### src/rtl/ifetch_pkg.sv
// Shared types and constants for the instruction fetch controller.
// Holds the FSM state encoding and the {pc, instr} queue entry layout.
package ifetch_pkg;

    localparam int IF_ADDR_W  = 16;
    localparam int IF_INSTR_W = 16;

    localparam logic [3:0] HALT_OPCODE = 4'hF;

    typedef enum logic [1:0] {
        IDLE,
        FETCH,
        HALT
    } state_t;

    typedef struct packed {
        logic [IF_ADDR_W-1:0]  pc;
        logic [IF_INSTR_W-1:0] instr;
    } entry_t;

endpackage

### src/rtl/ifetch_ctrl_if.sv
// Bundle of memory, redirect and decode-side signals of the fetch controller.
// The master modport is the controller's view; slave is the environment's view.
interface ifetch_ctrl_if #(
    parameter int QUEUE_DEPTH = 2
);
    import ifetch_pkg::*;

    localparam int CW = $clog2(QUEUE_DEPTH) + 1;

    logic                  enable;
    logic [IF_ADDR_W-1:0]  imem_addr;
    logic [IF_INSTR_W-1:0] imem_data;
    logic                  redirect_valid;
    logic [IF_ADDR_W-1:0]  redirect_pc;
    logic                  out_valid;
    logic                  out_ready;
    logic [IF_INSTR_W-1:0] out_instr;
    logic [IF_ADDR_W-1:0]  out_pc;
    logic [CW-1:0]         queue_count;
    logic                  halted;

    modport master (
        input  enable, imem_data, redirect_valid, redirect_pc, out_ready,
        output imem_addr, out_valid, out_instr, out_pc, queue_count, halted
    );

    modport slave (
        output enable, imem_data, redirect_valid, redirect_pc, out_ready,
        input  imem_addr, out_valid, out_instr, out_pc, queue_count, halted
    );

endinterface

### src/rtl/ifetch_queue.sv
// Small synchronous FIFO of {pc, instr} entries with flush and occupancy count.
// Flush wins over push/pop; the head reads as zero while the queue is empty.
module ifetch_queue
    import ifetch_pkg::*;
#(
    parameter int DEPTH = 2,
    localparam int AW   = $clog2(DEPTH),
    localparam int CW   = AW + 1
) (
    input  logic          clk,
    input  logic          rst_n,
    input  logic          i_push,
    input  logic          i_pop,
    input  logic          i_flush,
    input  entry_t        i_data,
    output entry_t        o_head,
    output logic          o_valid,
    output logic [CW-1:0] o_count
);

    localparam logic [CW-1:0] FULL = CW'(DEPTH);

    entry_t        r_mem [DEPTH];
    logic [AW-1:0] r_wptr;
    logic [AW-1:0] r_rptr;
    logic [CW-1:0] r_count;

    logic w_pop;
    logic w_push;

    assign w_pop  = i_pop && (r_count != '0);
    // A full queue may still accept a word when the head leaves in the same cycle.
    assign w_push = i_push && ((r_count != FULL) || w_pop);

    always_ff @(posedge clk or negedge rst_n) begin
        if (!rst_n) begin
            r_wptr  <= '0;
            r_rptr  <= '0;
            r_count <= '0;
            for (int i = 0; i < DEPTH; i++) begin
                r_mem[i] <= '0;
            end
        end else if (i_flush) begin
            r_wptr  <= '0;
            r_rptr  <= '0;
            r_count <= '0;
        end else begin
            if (w_push) begin
                r_mem[r_wptr] <= i_data;
                r_wptr        <= r_wptr + 1'b1;
            end
            if (w_pop) begin
                r_rptr <= r_rptr + 1'b1;
            end
            if (w_push && !w_pop) begin
                r_count <= r_count + 1'b1;
            end else if (w_pop && !w_push) begin
                r_count <= r_count - 1'b1;
            end
        end
    end

    assign o_valid = (r_count != '0);
    assign o_head  = o_valid ? r_mem[r_rptr] : '0;
    assign o_count = r_count;

endmodule

### src/rtl/ifetch_ctrl.sv
// Instruction fetch controller: PC register, fetch FSM and push/pop control.
// Defining IFETCH_HALT_DETECT_EN stops fetching after a word with opcode 4'hF.
module ifetch_ctrl
    import ifetch_pkg::*;
#(
    parameter logic [IF_ADDR_W-1:0] RESET_PC    = 16'h0000,
    parameter int                   QUEUE_DEPTH = 2
) (
    input logic          clk,
    input logic          rst_n,
    ifetch_ctrl_if.master bus
);

    localparam int            CW      = $clog2(QUEUE_DEPTH) + 1;
    localparam logic [CW-1:0] DEPTH_C = CW'(QUEUE_DEPTH);

    state_t               r_state;
    logic [IF_ADDR_W-1:0] r_pc;
    logic                 r_halted;

    entry_t        w_head;
    logic          w_valid;
    logic [CW-1:0] w_count;
    logic          w_popEn;
    logic          w_pushEn;
    logic          w_haltHit;

    // A redirect squashes both the pop and the push of its cycle.
    assign w_popEn  = w_valid && bus.out_ready && !bus.redirect_valid;
    assign w_pushEn = (r_state == FETCH) && bus.enable && !bus.redirect_valid &&
                      ((w_count < DEPTH_C) || w_popEn);

`ifdef IFETCH_HALT_DETECT_EN
    assign w_haltHit = w_pushEn && (bus.imem_data[15:12] == HALT_OPCODE);
`else
    assign w_haltHit = 1'b0;
`endif

    // On a halt word the PC is not advanced, so it keeps pointing at the halt address.
    always_ff @(posedge clk or negedge rst_n) begin
        if (!rst_n) begin
            r_state  <= IDLE;
            r_pc     <= RESET_PC;
            r_halted <= 1'b0;
        end else if (bus.redirect_valid) begin
            r_pc     <= bus.redirect_pc;
            r_halted <= 1'b0;
            if (r_state == HALT) begin
                r_state <= FETCH;
            end
        end else begin
            case (r_state)
                IDLE: begin
                    if (bus.enable) begin
                        r_state <= FETCH;
                    end
                end
                FETCH: begin
                    if (w_haltHit) begin
                        r_state  <= HALT;
                        r_halted <= 1'b1;
                    end else if (w_pushEn) begin
                        r_pc <= r_pc + 16'd1;
                    end
                end
                HALT: begin
                    r_state <= HALT;
                end
                default: begin
                    r_state <= IDLE;
                end
            endcase
        end
    end

    ifetch_queue #(
        .DEPTH(QUEUE_DEPTH)
    ) u_queue (
        .clk    (clk),
        .rst_n  (rst_n),
        .i_push (w_pushEn),
        .i_pop  (w_popEn),
        .i_flush(bus.redirect_valid),
        .i_data ('{pc: r_pc, instr: bus.imem_data}),
        .o_head (w_head),
        .o_valid(w_valid),
        .o_count(w_count)
    );

    assign bus.imem_addr   = r_pc;
    assign bus.out_valid   = w_valid;
    assign bus.out_instr   = w_head.instr;
    assign bus.out_pc      = w_head.pc;
    assign bus.queue_count = w_count;
    assign bus.halted      = r_halted;

endmodule

### src/flat_wrapper.sv
// flat-port wrapper written by rule: the top's interface ports become plain ports
module ifetch_ctrl_flat import ifetch_pkg::*;
#(
    parameter logic [IF_ADDR_W-1:0] RESET_PC    = 16'h0000,
    parameter int                   QUEUE_DEPTH = 2
)
  (clk, rst_n, bus_enable, bus_imem_data, bus_redirect_valid, bus_redirect_pc, bus_out_ready, bus_imem_addr, bus_out_valid, bus_out_instr, bus_out_pc, bus_queue_count, bus_halted);
  ifetch_ctrl_if #(.QUEUE_DEPTH(QUEUE_DEPTH)) bus_i ();
  input logic clk;
  input logic rst_n;
  input wire logic [$bits(bus_i.enable)-1:0] bus_enable;
  input wire logic [$bits(bus_i.imem_data)-1:0] bus_imem_data;
  input wire logic [$bits(bus_i.redirect_valid)-1:0] bus_redirect_valid;
  input wire logic [$bits(bus_i.redirect_pc)-1:0] bus_redirect_pc;
  input wire logic [$bits(bus_i.out_ready)-1:0] bus_out_ready;
  output wire logic [$bits(bus_i.imem_addr)-1:0] bus_imem_addr;
  output wire logic [$bits(bus_i.out_valid)-1:0] bus_out_valid;
  output wire logic [$bits(bus_i.out_instr)-1:0] bus_out_instr;
  output wire logic [$bits(bus_i.out_pc)-1:0] bus_out_pc;
  output wire logic [$bits(bus_i.queue_count)-1:0] bus_queue_count;
  output wire logic [$bits(bus_i.halted)-1:0] bus_halted;
  assign bus_i.enable = bus_enable;
  assign bus_i.imem_data = bus_imem_data;
  assign bus_i.redirect_valid = bus_redirect_valid;
  assign bus_i.redirect_pc = bus_redirect_pc;
  assign bus_i.out_ready = bus_out_ready;
  assign bus_imem_addr = bus_i.imem_addr;
  assign bus_out_valid = bus_i.out_valid;
  assign bus_out_instr = bus_i.out_instr;
  assign bus_out_pc = bus_i.out_pc;
  assign bus_queue_count = bus_i.queue_count;
  assign bus_halted = bus_i.halted;
  ifetch_ctrl #(.RESET_PC(RESET_PC), .QUEUE_DEPTH(QUEUE_DEPTH)) u_core (.clk(clk), .rst_n(rst_n), .bus(bus_i));
endmodule
### config.mk
export PLATFORM = sky130hd
export DESIGN_NAME = ifetch_ctrl_flat
export DESIGN_NICKNAME = d
export VERILOG_FILES = /design/src/rtl/ifetch_pkg.sv /design/src/rtl/ifetch_ctrl_if.sv /design/src/rtl/ifetch_queue.sv /design/src/rtl/ifetch_ctrl.sv /design/src/flat_wrapper.sv
export SDC_FILE = /design/constraint.sdc
export NUM_CORES = 1
export LEC_CHECK = 0
export ABC_AREA = 1
export ABC_CLOCK_PERIOD_IN_PS = 2100
export CORE_ASPECT_RATIO = 2
export CORE_MARGIN = 5
export CORE_UTILIZATION = 56
export CTS_CLUSTER_DIAMETER = 30
export CTS_CLUSTER_SIZE = 10
export DETAILED_ROUTE_END_ITERATION = 10
export PLACE_DENSITY = 0.86
export SLEW_MARGIN = 20
export SYNTH_ARGS = -nofsm -noshare
export SYNTH_HDL_FRONTEND = slang
export SYNTH_SLANG_ARGS = --single-unit
export TNS_END_PERCENT = 10
### constraint.sdc
create_clock -name clk -period 2.1 [get_ports clk]
set_input_delay 0.63 -clock clk [delete_from_list [all_inputs] [get_ports clk]]
set_output_delay 0.63 -clock clk [all_outputs]
set_load 0.05 [all_outputs]
==> results of run 1 <==
synthesized netlist by cell type, drive strengths merged:
cell type,n,area [sq um]
ha,1,12.5
nand2,172,677
clkbuf,10,37.5
nand4,5,31.3
conb,1,3.75
dfrtp,86,2150
a31oi,4,25.0
xor2,1,8.76
a21boi,1,7.51
o21ai,89,483
inv,59,224
nor2,42,206
or2,3,18.8
mux2i,1,10.0
clkinv,1,8.76
nor3,3,15.0
o211ai,3,22.5
a21oi,38,190
nand3,20,100
buf,22,165
nand3b,1,7.51
where the power goes:
group          internal (W)  leakage, nW  switching (W)  total [W]
Clock              0.000866        0.132       0.000646    0.00151
Combinational       0.00221         1.90        0.00320    0.00541
Sequential          0.00229         1.04       0.000467    0.00275
cells by family after synthesis:
family          share of synthesized area
xor+xnor                          0.00199
buf+inv                            0.0988
fa+ha+maj                         0.00284
mux                               0.00227
simple gates                        0.240
compound gates                      0.165
flops                               0.488
other cells                      0.000851
registers in the layout, summed over array words and instances, names as in the netlist:
name and cells:
u_core.bus.imem_addr 16, u_core.u_queue.r_wptr 1, u_core.r_state 2, u_core.u_queue.r_rptr 1
u_core.u_queue.r_mem 64, u_core.u_queue.o_count 2
final timing paths:
path | startpoint | end | slack [ps] | depth (start not counted)
worst min register to register | u_core.u_queue.r_mem[60] | u_core.u_queue.r_mem[60] | 490 | 2
worst max-delay path | u_core.u_queue.r_rptr | bus_out_pc[11] | -80 | 4
worst min-delay path | rst_n | u_core.u_queue.r_mem[21] | 230 | 1
min in group clk | u_core.u_queue.r_mem[60] | u_core.u_queue.r_mem[60] | 490 | 2
max in group asynchronous | rst_n | u_core.bus.imem_addr[11] | 1320 | 2
worst max register to register | u_core.bus.imem_addr[1] | u_core.bus.imem_addr[10] | 340 | 8
placed cells by master (no fill, tap or decap):
cell type / count
sky130_fd_sc_hd__o21ai_0: 47
sky130_fd_sc_hd__or2_2: 3
sky130_fd_sc_hd__a31oi_1: 4
sky130_fd_sc_hd__inv_4: 3
sky130_fd_sc_hd__inv_2: 1
sky130_fd_sc_hd__nand2_1: 168
sky130_fd_sc_hd__buf_4: 43
sky130_fd_sc_hd__buf_12: 44
sky130_fd_sc_hd__nand2_4: 2
sky130_fd_sc_hd__o211ai_1: 3
sky130_fd_sc_hd__ha_1: 1
sky130_fd_sc_hd__nand3b_1: 1
sky130_fd_sc_hd__clkinv_2: 1
sky130_fd_sc_hd__a21oi_1: 6
sky130_fd_sc_hd__a21oi_2: 23
sky130_fd_sc_hd__nand4_1: 5
sky130_fd_sc_hd__mux2i_1: 1
sky130_fd_sc_hd__clkbuf_1: 2
sky130_fd_sc_hd__nand2_8: 2
sky130_fd_sc_hd__clkdlybuf4s50_1: 35
sky130_fd_sc_hd__nor3_1: 3
sky130_fd_sc_hd__nor2_1: 39
sky130_fd_sc_hd__conb_1: 1
sky130_fd_sc_hd__xor2_1: 1
sky130_fd_sc_hd__a21oi_4: 9
sky130_fd_sc_hd__clkbuf_16: 12
sky130_fd_sc_hd__o21ai_2: 27
sky130_fd_sc_hd__nor2_8: 3
sky130_fd_sc_hd__clkinv_4: 1
sky130_fd_sc_hd__o21ai_1: 15
sky130_fd_sc_hd__buf_16: 2
sky130_fd_sc_hd__clkinvlp_4: 2
sky130_fd_sc_hd__dfrtp_2: 3
sky130_fd_sc_hd__nand3_1: 20
sky130_fd_sc_hd__clkbuf_8: 2
sky130_fd_sc_hd__a21boi_1: 1
sky130_fd_sc_hd__inv_1: 55
sky130_fd_sc_hd__dfrtp_1: 83
sky130_fd_sc_hd__buf_6: 1
timing repair:
action | CTS | global route
cloned | 2 | 2
setup endpoints to repair | 32 | 32
setup buffers | 3 | 2
gates resized for setup | 41 | 24
pin swaps | 3 | 1
critical path: cells and delay by family (launching register included):
| kind | cells | cell delay [ps] |
|---|---|---|
| compound gates | 2 | 310 |
| buf+inv | 2 | 390 |
| flops | 1 | 490 |
area by class of cell:
cell class | instances | area [sq um]
sequential | 86 | 2160
multi-input combinational | 385 | 2090
timing repair buffer | 128 | 1700
fill | 380 | 1080
clock buffer | 13 | 260
inverter | 60 | 238
tap | 94 | 118
clock inverter | 3 | 20.0
layer usage:
layer,track usage,vias up
met5,0,-
met1,0.323,2148
met3,0.0498,100
li1,-,2015
met2,0.519,287
met4,0.169,0
per-stage QoR:
| stage | util | instance area (sq um) | setup TNS (ps) |
|---|---|---|---|
| 6_report | 0.858 | 6570 | -1010 |
| 5_1_grt | 0.858 | 6570 | -2130 |
| 4_1_cts | 0.844 | 6460 | -1210 |
| 3_5_place_dp | 0.789 | 6040 | -7810 |
| 3_3_place_gp | 0.789 | 6040 | -1630 |
| 2_1_floorplan | - | 4600 | -2910 |
==> qor.tcl, run 1 <==
set qor(drt_pass1_iterations) 6
set qor(cp_max_fo) 25
set qor(critical_path.slowest_cell) {sky130_fd_sc_hd__dfrtp_2}
set qor(timing.critical_path.required_ps) 1470
set qor(post_drt_wl_per_cell_um) 19.6
set qor(static_leakage_nw) 3.07
set qor(detail_route.drc_violations) 0
set qor(status) {complete, but fails checks}
set qor(number_of_diodes_added_for_antenna_fixing) 0
set qor(placed_cells) 744
set qor(grt_pass1_vias) 4567
set qor(post_layout_nonfiller_instances) 769
set qor(ys_ff_latch) 86
set qor(p_total_w) 0.00968
set qor(timing.final.setup_violations) 25
set qor(clockBufferDepth) 2
set qor(yosysUniqueCellTypes) 29
set qor(crit_path_start_kind) {flip-flop}
set qor(clkTransAtPathRegs_ps) 70
set qor(period_share) 1.04
set qor(worst_ep_arrival_time_ps) 1550
set qor(layout-drive-gt1-share) 0.273
set qor(rsz0062_at_grt) {true}
set qor(met1_length_um) 4880
set qor(synth-seq-area-share) 0.488
set qor(hold_path_class) {in2async}
set qor(core-area_sq_um) 7660
set qor(post-route-worst-setup-slack_ps) -76.1
set qor(total_cts_buffers) 9
set qor(crit_path_end_kind) {output pin}
set qor(place_hpwl_um) 9200
set qor(finalHoldViolCount) 0
set qor(die-width_um) 72.7
set qor(global_route_wire_length_before_repair_um) 22300
set qor(design.portCount) 89
set qor(io_buffer_count) 87
set qor(synthesis.nets) 601
set qor(num-nets-final) 708
set qor(initial_core_utilization) 0.575
set qor(yosysWarningCount) 0
set qor(critical_path.most_common_cell) {sky130_fd_sc_hd__buf_12}
set qor(holdWs_ps) 235
set qor(drt_iter0_markers) 550
set qor(postSynthCellCount) 563
set qor(netlist_area_sq_um) 4410
set qor(grt_antenna_before_repair) 0
set qor(critical-path-max-stage-delay_ps) 490
set qor(final_max_slew_viol_count) 0
set qor(drt-vias-per-instance) 5.92
set qor(syn_area_per_cell_sq_um) 7.83
set qor(route.met3.wl_um) 917
set qor(cellPowerDensity_nw_per_um2) 1470
set qor(largest_vdd_supply_drop_mv) 0.784
set qor(ctsHoldBuffers) 0
set qor(global_route.overflow_total) 0
set qor(finalClockSkew_ps) 8.81
set qor(place_congestion) 0.961
set qor(tritoncts) {built}
set qor(grt_max_degree) 34
set qor(cts_num_sinks) 86
set qor(crit_type) {reg2out}
set qor(failed_checks) {negative setup slack}
set qor(timing.fmax_mhz) 460
set qor(core.rowCount) 45
set qor(ctsRootBufferMaster) {sky130_fd_sc_hd__clkbuf_16}
set qor(post-route-min-period_ps) 2180
set qor(global_route.usage.total) 0.295
set qor(via_count) 4550
set qor(crit_chain) {buf_12 -> o21ai_1 -> a21oi_2 -> buf_12}
set qor(post-place-ws_ps) -142
set qor(die-height_um) 135
set qor(routed-wl-met2_um) 8160
set qor(dieArea_sq_um) 9850
set qor(ant_nets) 0
set qor(flow.area_growth_from_synthesis_pct) 49.2
set qor(wirelength_um) 15100
set qor(drv.max_cap_violation_count) 0
set qor(htreeDepth) 3
set qor(clock_latency_ps) 340
set qor(routed.top_layer) {met4}
(Power assumes the default switching activity.)
==> run 2: changes to the inputs <==
--- a/config.mk
+++ b/config.mk
@@ -18,4 +18,4 @@
 export SYNTH_ARGS = -nofsm -noshare
 export SYNTH_HDL_FRONTEND = slang
 export SYNTH_SLANG_ARGS = --single-unit
-export TNS_END_PERCENT = 10
+export TNS_END_PERCENT = 100
==> run 2 against run 1 <==
  * The run still ends with negative setup slack left
  * Non-clock buffer count up 8
  * Core utilization up 8.3 points
  * Global-route usage up 8.9 points
  * Sequential power up 8.0%
  * Final cell count up 1.0%
  * Wire length up 46%
  * Worst hold slack worse by 3.9 ps
  * Clock skew down 1.7 ps
  * Power up 19%
  * Critical path depth up 1
==> qor.tcl, run 2 (synthesized netlist as in run 1, its figures left out) <==
set qor(status) {complete, but fails checks}
set qor(failed_checks) {negative setup slack}
set qor(clockBufferDepth) 2
set qor(holdWs_ps) 231
set qor(wirelength_um) 22000
set qor(num-nets-final) 716
set qor(static_leakage_nw) 3.24
set qor(cp_max_fo) 14
set qor(htreeDepth) 3
set qor(drv.max_cap_violation_count) 0
set qor(tritoncts) {built}
set qor(finalCoreUtilization) 0.941
set qor(timing.final.setup_violations) 33
set qor(hold_path_class) {in2async}
set qor(clkTransAtPathRegs_ps) 70
set qor(crit_type) {reg2out}
set qor(groute.layer.met1.usage) 0.424
set qor(largest_vdd_supply_drop_mv) 1.20
set qor(dieArea_sq_um) 9850
set qor(global_route_wire_length_before_repair_um) 28400
set qor(grt_pass1_vias) 5184
set qor(global_route.usage.total) 0.384
set qor(post-place-ws_ps) -79.8
set qor(finalHoldViolCount) 0
set qor(clock_latency_ps) 350
set qor(die-height_um) 135
set qor(drt-vias-per-instance) 6.78
set qor(worst_ep_arrival_time_ps) 1680
set qor(drt_iter0_markers) 757
set qor(final_max_slew_viol_count) 0
set qor(via_count) 5269
set qor(period_share) 1.10
set qor(grt_busiest_layer) {met2}
set qor(drt_pass1_iterations) 7
set qor(setup_total_negative_slack_ps) -3500
set qor(io_buffer_count) 87
set qor(largest_register_ffs) 64
set qor(ant_nets) 0
set qor(initial_core_utilization) 0.575
set qor(crit_path_start_kind) {flip-flop}
set qor(timing.critical_path.required_ps) 1470
set qor(globalRouteMet3Util) 0.0691
set qor(total_cts_buffers) 9
set qor(post_layout_nonfiller_instances) 777
set qor(crit_path_end_kind) {output pin}
set qor(post_drt_wl_per_cell_um) 28.3
set qor(ctsHoldBuffers) 0
set qor(grt_antenna_before_repair) 0
set qor(global_route.overflow_total) 0
set qor(ctsRootBufferMaster) {sky130_fd_sc_hd__clkbuf_16}
set qor(number_of_diodes_added_for_antenna_fixing) 0
set qor(post-route-worst-setup-slack_ps) -208
set qor(layout-drive-gt1-share) 0.306
set qor(place_hpwl_um) 8960
set qor(flow.area_growth_from_synthesis_pct) 63.6
set qor(place_congestion) 0.927
set qor(reg2regPathDepth) 8
set qor(commonest_non_fill_non_tap_cell_in_the_layout) {sky130_fd_sc_hd__nand2_1}
set qor(fill_cells) 226
set qor(grt_max_degree) 36
set qor(cellPowerDensity_nw_per_um2) 1590
set qor(finalClockSkew_ps) 7.11
set qor(final_cell_mix) {168 x sky130_fd_sc_hd__nand2_1, 83 x sky130_fd_sc_hd__dfrtp_1, 54 x sky130_fd_sc_hd__inv_1}
set qor(largest_register) {u_core.u_queue.r_mem}
set qor(core-area_sq_um) 7660
set qor(post-route-min-period_ps) 2310
set qor(die-width_um) 72.7
set qor(placed_cells) 739
set qor(gr-usage-met2) 0.648
set qor(design.portCount) 89
set qor(core.rowCount) 45
set qor(rsz0062_at_grt) {true}
set qor(cts_num_sinks) 86
set qor(timing.fmax_mhz) 433
set qor(detail_route.drc_violations) 0
-- run 2: cell types whose count changed in the layout (fill, tap and decap cells not counted), sizes merged --
cell / delta
bufinv: +2
bufbuf: +1
clkbuf: -4
clkinv: +1
buf: +8
-- run 2: final timing paths --
| path | start | slack [ps] | endpoint |
|---|---|---|---|
| min in group clk | u_core.u_queue.r_mem[34] | 560 | u_core.u_queue.r_mem[34] |
| worst min register to register | u_core.u_queue.r_mem[34] | 560 | u_core.u_queue.r_mem[34] |
| worst max register to register | u_core.bus.imem_addr[1] | 160 | u_core.bus.imem_addr[6] |
| worst max-delay path | u_core.u_queue.r_rptr | -210 | bus_out_instr[3] |
| worst min-delay path | rst_n | 230 | u_core.bus.imem_addr[2] |
| max in group asynchronous | rst_n | 1300 | u_core.u_queue.r_mem[7] |
-- run 2: worst max-delay path, stage by stage (launching register included) --
cell and delay [ps]:
sky130_fd_sc_hd__dfrtp_4 530, sky130_fd_sc_hd__buf_12 150, sky130_fd_sc_hd__buf_12 160, sky130_fd_sc_hd__o21ai_2 260, sky130_fd_sc_hd__a21oi_4 70, sky130_fd_sc_hd__buf_12 150
-- run 2: cell type report --
class | count | area (sq um) | area share
multi-input combinational | 385 | 2510 | 0.348
sequential | 86 | 2160 | 0.299
timing repair buffer | 136 | 1860 | 0.257
inverter | 60 | 245 | 0.0340
clock buffer | 10 | 239 | 0.0332
tap | 94 | 118 | 0.0163
clock inverter | 6 | 85.1 | 0.0118
-- run 2: repair_timing --
action,CTS,global route
hold endpoints to repair,0,0
setup endpoints to repair,32,33
pin swaps,13,12
buffers inserted,14,2
resized for setup,108,24
cloned,6,2
-- run 2: per-layer routing --
layer | up-vias | share of wire
met2 | 573 | 0.49
met4 | 0 | 0.10
met1 | 2468 | 0.31
met3 | 199 | 0.097
li1 | 2029 | -
met5 | - | 0
-- run 2: report_power, final --
group          leakage (nW)  switching [W]  internal (W)
sequential             1.04       0.000680       0.00229
clock                 0.154       0.000729       0.00107
combinational          2.05        0.00400       0.00272
-- run 2: stage by stage --
step	power [W]	cell area, sq um
finish	0.0115	7210
global route	0.0117	7210
detailed placement	0.00751	6040
floorplan	0.00547	4670
CTS	0.0105	7040
global placement	0.00735	6040
==> run 3: changes to the inputs <==
--- a/config.mk
+++ b/config.mk
@@ -10,10 +10,9 @@
 export CORE_ASPECT_RATIO = 2
 export CORE_MARGIN = 5
 export CORE_UTILIZATION = 56
-export CTS_CLUSTER_DIAMETER = 30
-export CTS_CLUSTER_SIZE = 10
+export CTS_CLUSTER_DIAMETER = 50
 export DETAILED_ROUTE_END_ITERATION = 10
-export PLACE_DENSITY = 0.86
+export PLACE_DENSITY = 0.87
 export SLEW_MARGIN = 20
 export SYNTH_ARGS = -nofsm -noshare
 export SYNTH_HDL_FRONTEND = slang
==> run 3 against run 2 <==
  * The flow still finishes with violations (negative setup slack)
  * Non-clock buffer count is 5 lower
  * Critical path depth is 1 lower
  * Power decreased by 8.3%
  * Clock skew decreased by 2.4 ps
  * Highest routed layer unchanged
==> qor.tcl, run 3 (synthesized netlist as in run 1, its figures left out) <==
set qor(place_congestion) 0.897
set qor(io_buffer_count) 87
set qor(global_route.overflow_total) 0
set qor(period_share) 1.07
set qor(ctsRootBufferMaster) {sky130_fd_sc_hd__clkbuf_16}
set qor(grt_antenna_before_repair) 0
set qor(layout-drive-gt1-share) 0.292
set qor(failed_checks) {negative setup slack}
set qor(crit_path_start_kind) {flip-flop}
set qor(post_drt_wl_per_cell_um) 22.3
set qor(cp_max_fo) 12
set qor(holdWs_ps) 261
set qor(drt_iter0_markers) 627
set qor(largest_vdd_supply_drop_mv) 1.07
set qor(initial_core_utilization) 0.575
set qor(design.portCount) 89
set qor(global_route_wire_length_before_repair_um) 25700
set qor(finalClockSkew_ps) 4.71
set qor(ctsHoldBuffers) 0
set qor(worst_ep_arrival_time_ps) 1630
set qor(num-nets-final) 711
set qor(hold_path_class) {in2async}
set qor(timing.final.setup_violations) 34
set qor(drt_pass1_iterations) 5
set qor(crit_type) {reg2out}
set qor(final_max_slew_viol_count) 0
set qor(cellPowerDensity_nw_per_um2) 1530
set qor(ant_nets) 0
set qor(via_count) 4694
set qor(total_cts_buffers) 9
set qor(core.rowCount) 45
set qor(global_route.usage.total) 0.345
set qor(post-route-min-period_ps) 2260
set qor(flow.area_growth_from_synthesis_pct) 56.1
set qor(die-width_um) 72.7
set qor(multi_input_comb_area_sq_um) 2310
set qor(final_cell_mix) {168 x sky130_fd_sc_hd__nand2_1, 83 x sky130_fd_sc_hd__dfrtp_1, 55 x sky130_fd_sc_hd__inv_1}
set qor(htreeDepth) 3
set qor(static_leakage_nw) 3.15
set qor(tritoncts) {built}
set qor(grt_max_degree) 37
set qor(max_slew_margin) 0.569
set qor(timing.fmax_mhz) 443
set qor(commonest_non_fill_non_tap_cell_in_the_layout) {sky130_fd_sc_hd__nand2_1}
set qor(finalCoreUtilization) 0.898
set qor(timing.critical_path.required_ps) 1470
set qor(drt-vias-per-instance) 6.09
set qor(rsz0062_at_grt) {true}
set qor(clockBufferDepth) 2
set qor(grt_pass1_vias) 4990
set qor(setup_total_negative_slack_ps) -2280
set qor(finalHoldViolCount) 0
set qor(number_of_diodes_added_for_antenna_fixing) 0
set qor(drv.max_cap_violation_count) 0
set qor(final_cell_area_sq_um) 6880
set qor(area.sequential_sq_um) 2160
set qor(die-height_um) 135
set qor(wirelength_um) 17200
set qor(crit_path_end_kind) {output pin}
set qor(clock_latency_ps) 350
set qor(detail_route.drc_violations) 0
set qor(status) {complete, but fails checks}
set qor(cts_num_sinks) 86
set qor(clkTransAtPathRegs_ps) 60
set qor(largest_register_ffs) 64
set qor(core-area_sq_um) 7660
set qor(largest_register) {u_core.u_queue.r_mem}
set qor(postPlaceCellArea_sq_um) 6070
set qor(p_total_w) 0.0105
set qor(dieArea_sq_um) 9850
set qor(fill_cells) 322
set qor(place_hpwl_um) 9480
set qor(post-route-worst-setup-slack_ps) -155
set qor(worst_slew_pin_slew_ps) 640
## run 3: cell types whose count changed in the layout (fill, tap and decap cells not counted), sizes merged
cell,change
buf,-4
clkinvlp,-2
bufbuf,-1
clkinv,+1
## run 3: worst paths after layout
| check | from | end | slack [ps] | cells past startpoint |
|---|---|---|---|---|
| max in group asynchronous | rst_n | u_core.u_queue.r_rptr | 1290 | 2 |
| setup / recovery | u_core.u_queue.r_rptr | bus_out_instr[7] | -160 | 4 |
| min in group clk | u_core.u_queue.r_mem[58] | u_core.u_queue.r_mem[58] | 500 | 2 |
| setup reg to reg | u_core.u_queue.o_count[1] | u_core.u_queue.o_count[0] | 300 | 11 |
| hold reg to reg | u_core.u_queue.r_mem[58] | u_core.u_queue.r_mem[58] | 500 | 2 |
| hold / removal | rst_n | u_core.u_queue.o_count[0] | 260 | 1 |
## run 3: final cells by class
| cell class | instances | share of cell area |
|---|---|---|
| clock inverter | 5 | 0.0109 |
| timing repair buffer | 131 | 0.255 |
| inverter | 60 | 0.0346 |
| multi-input combinational | 385 | 0.336 |
| tap | 94 | 0.0171 |
| clock buffer | 10 | 0.0333 |
| sequential | 86 | 0.314 |
## run 3: stage by stage
step	cells	setup slack, ps
6_report	771	-155
5_1_grt	771	-190
4_1_cts	766	-107
3_5_place_dp	741	-85.6
3_3_place_gp	741	-4.31
2_1_floorplan	563	-133
## run 3: critical path, stage by stage, from the launching register on
cell	delay [ps]
sky130_fd_sc_hd__dfrtp_4	570
sky130_fd_sc_hd__buf_12	200
sky130_fd_sc_hd__o21ai_2	290
sky130_fd_sc_hd__a21oi_4	60
sky130_fd_sc_hd__buf_12	160
## run 3: per-layer routing
layer	GRT usage	vias to the layer above	part of all wire
met5	0	-	0
met4	0.200	0	0.066
met3	0.0661	97	0.073
met2	0.609	326	0.54
met1	0.371	2249	0.33
li1	-	2022	-
## run 3: repair_timing
action,4_1_cts,5_1_grt
endpoints found under the hold margin,0,0
endpoints found under the setup margin,32,33
gates cloned,4,2
setup buffers,6,3
pin swaps,3,0
gates resized for setup,78,18
## run 3: power breakdown
part | total (W) | internal, W | switching (W)
Sequential | 0.00281 | 0.00229 | 0.000524
Combinational | 0.00604 | 0.00246 | 0.00357
Clock | 0.00169 | 0.00103 | 0.000656
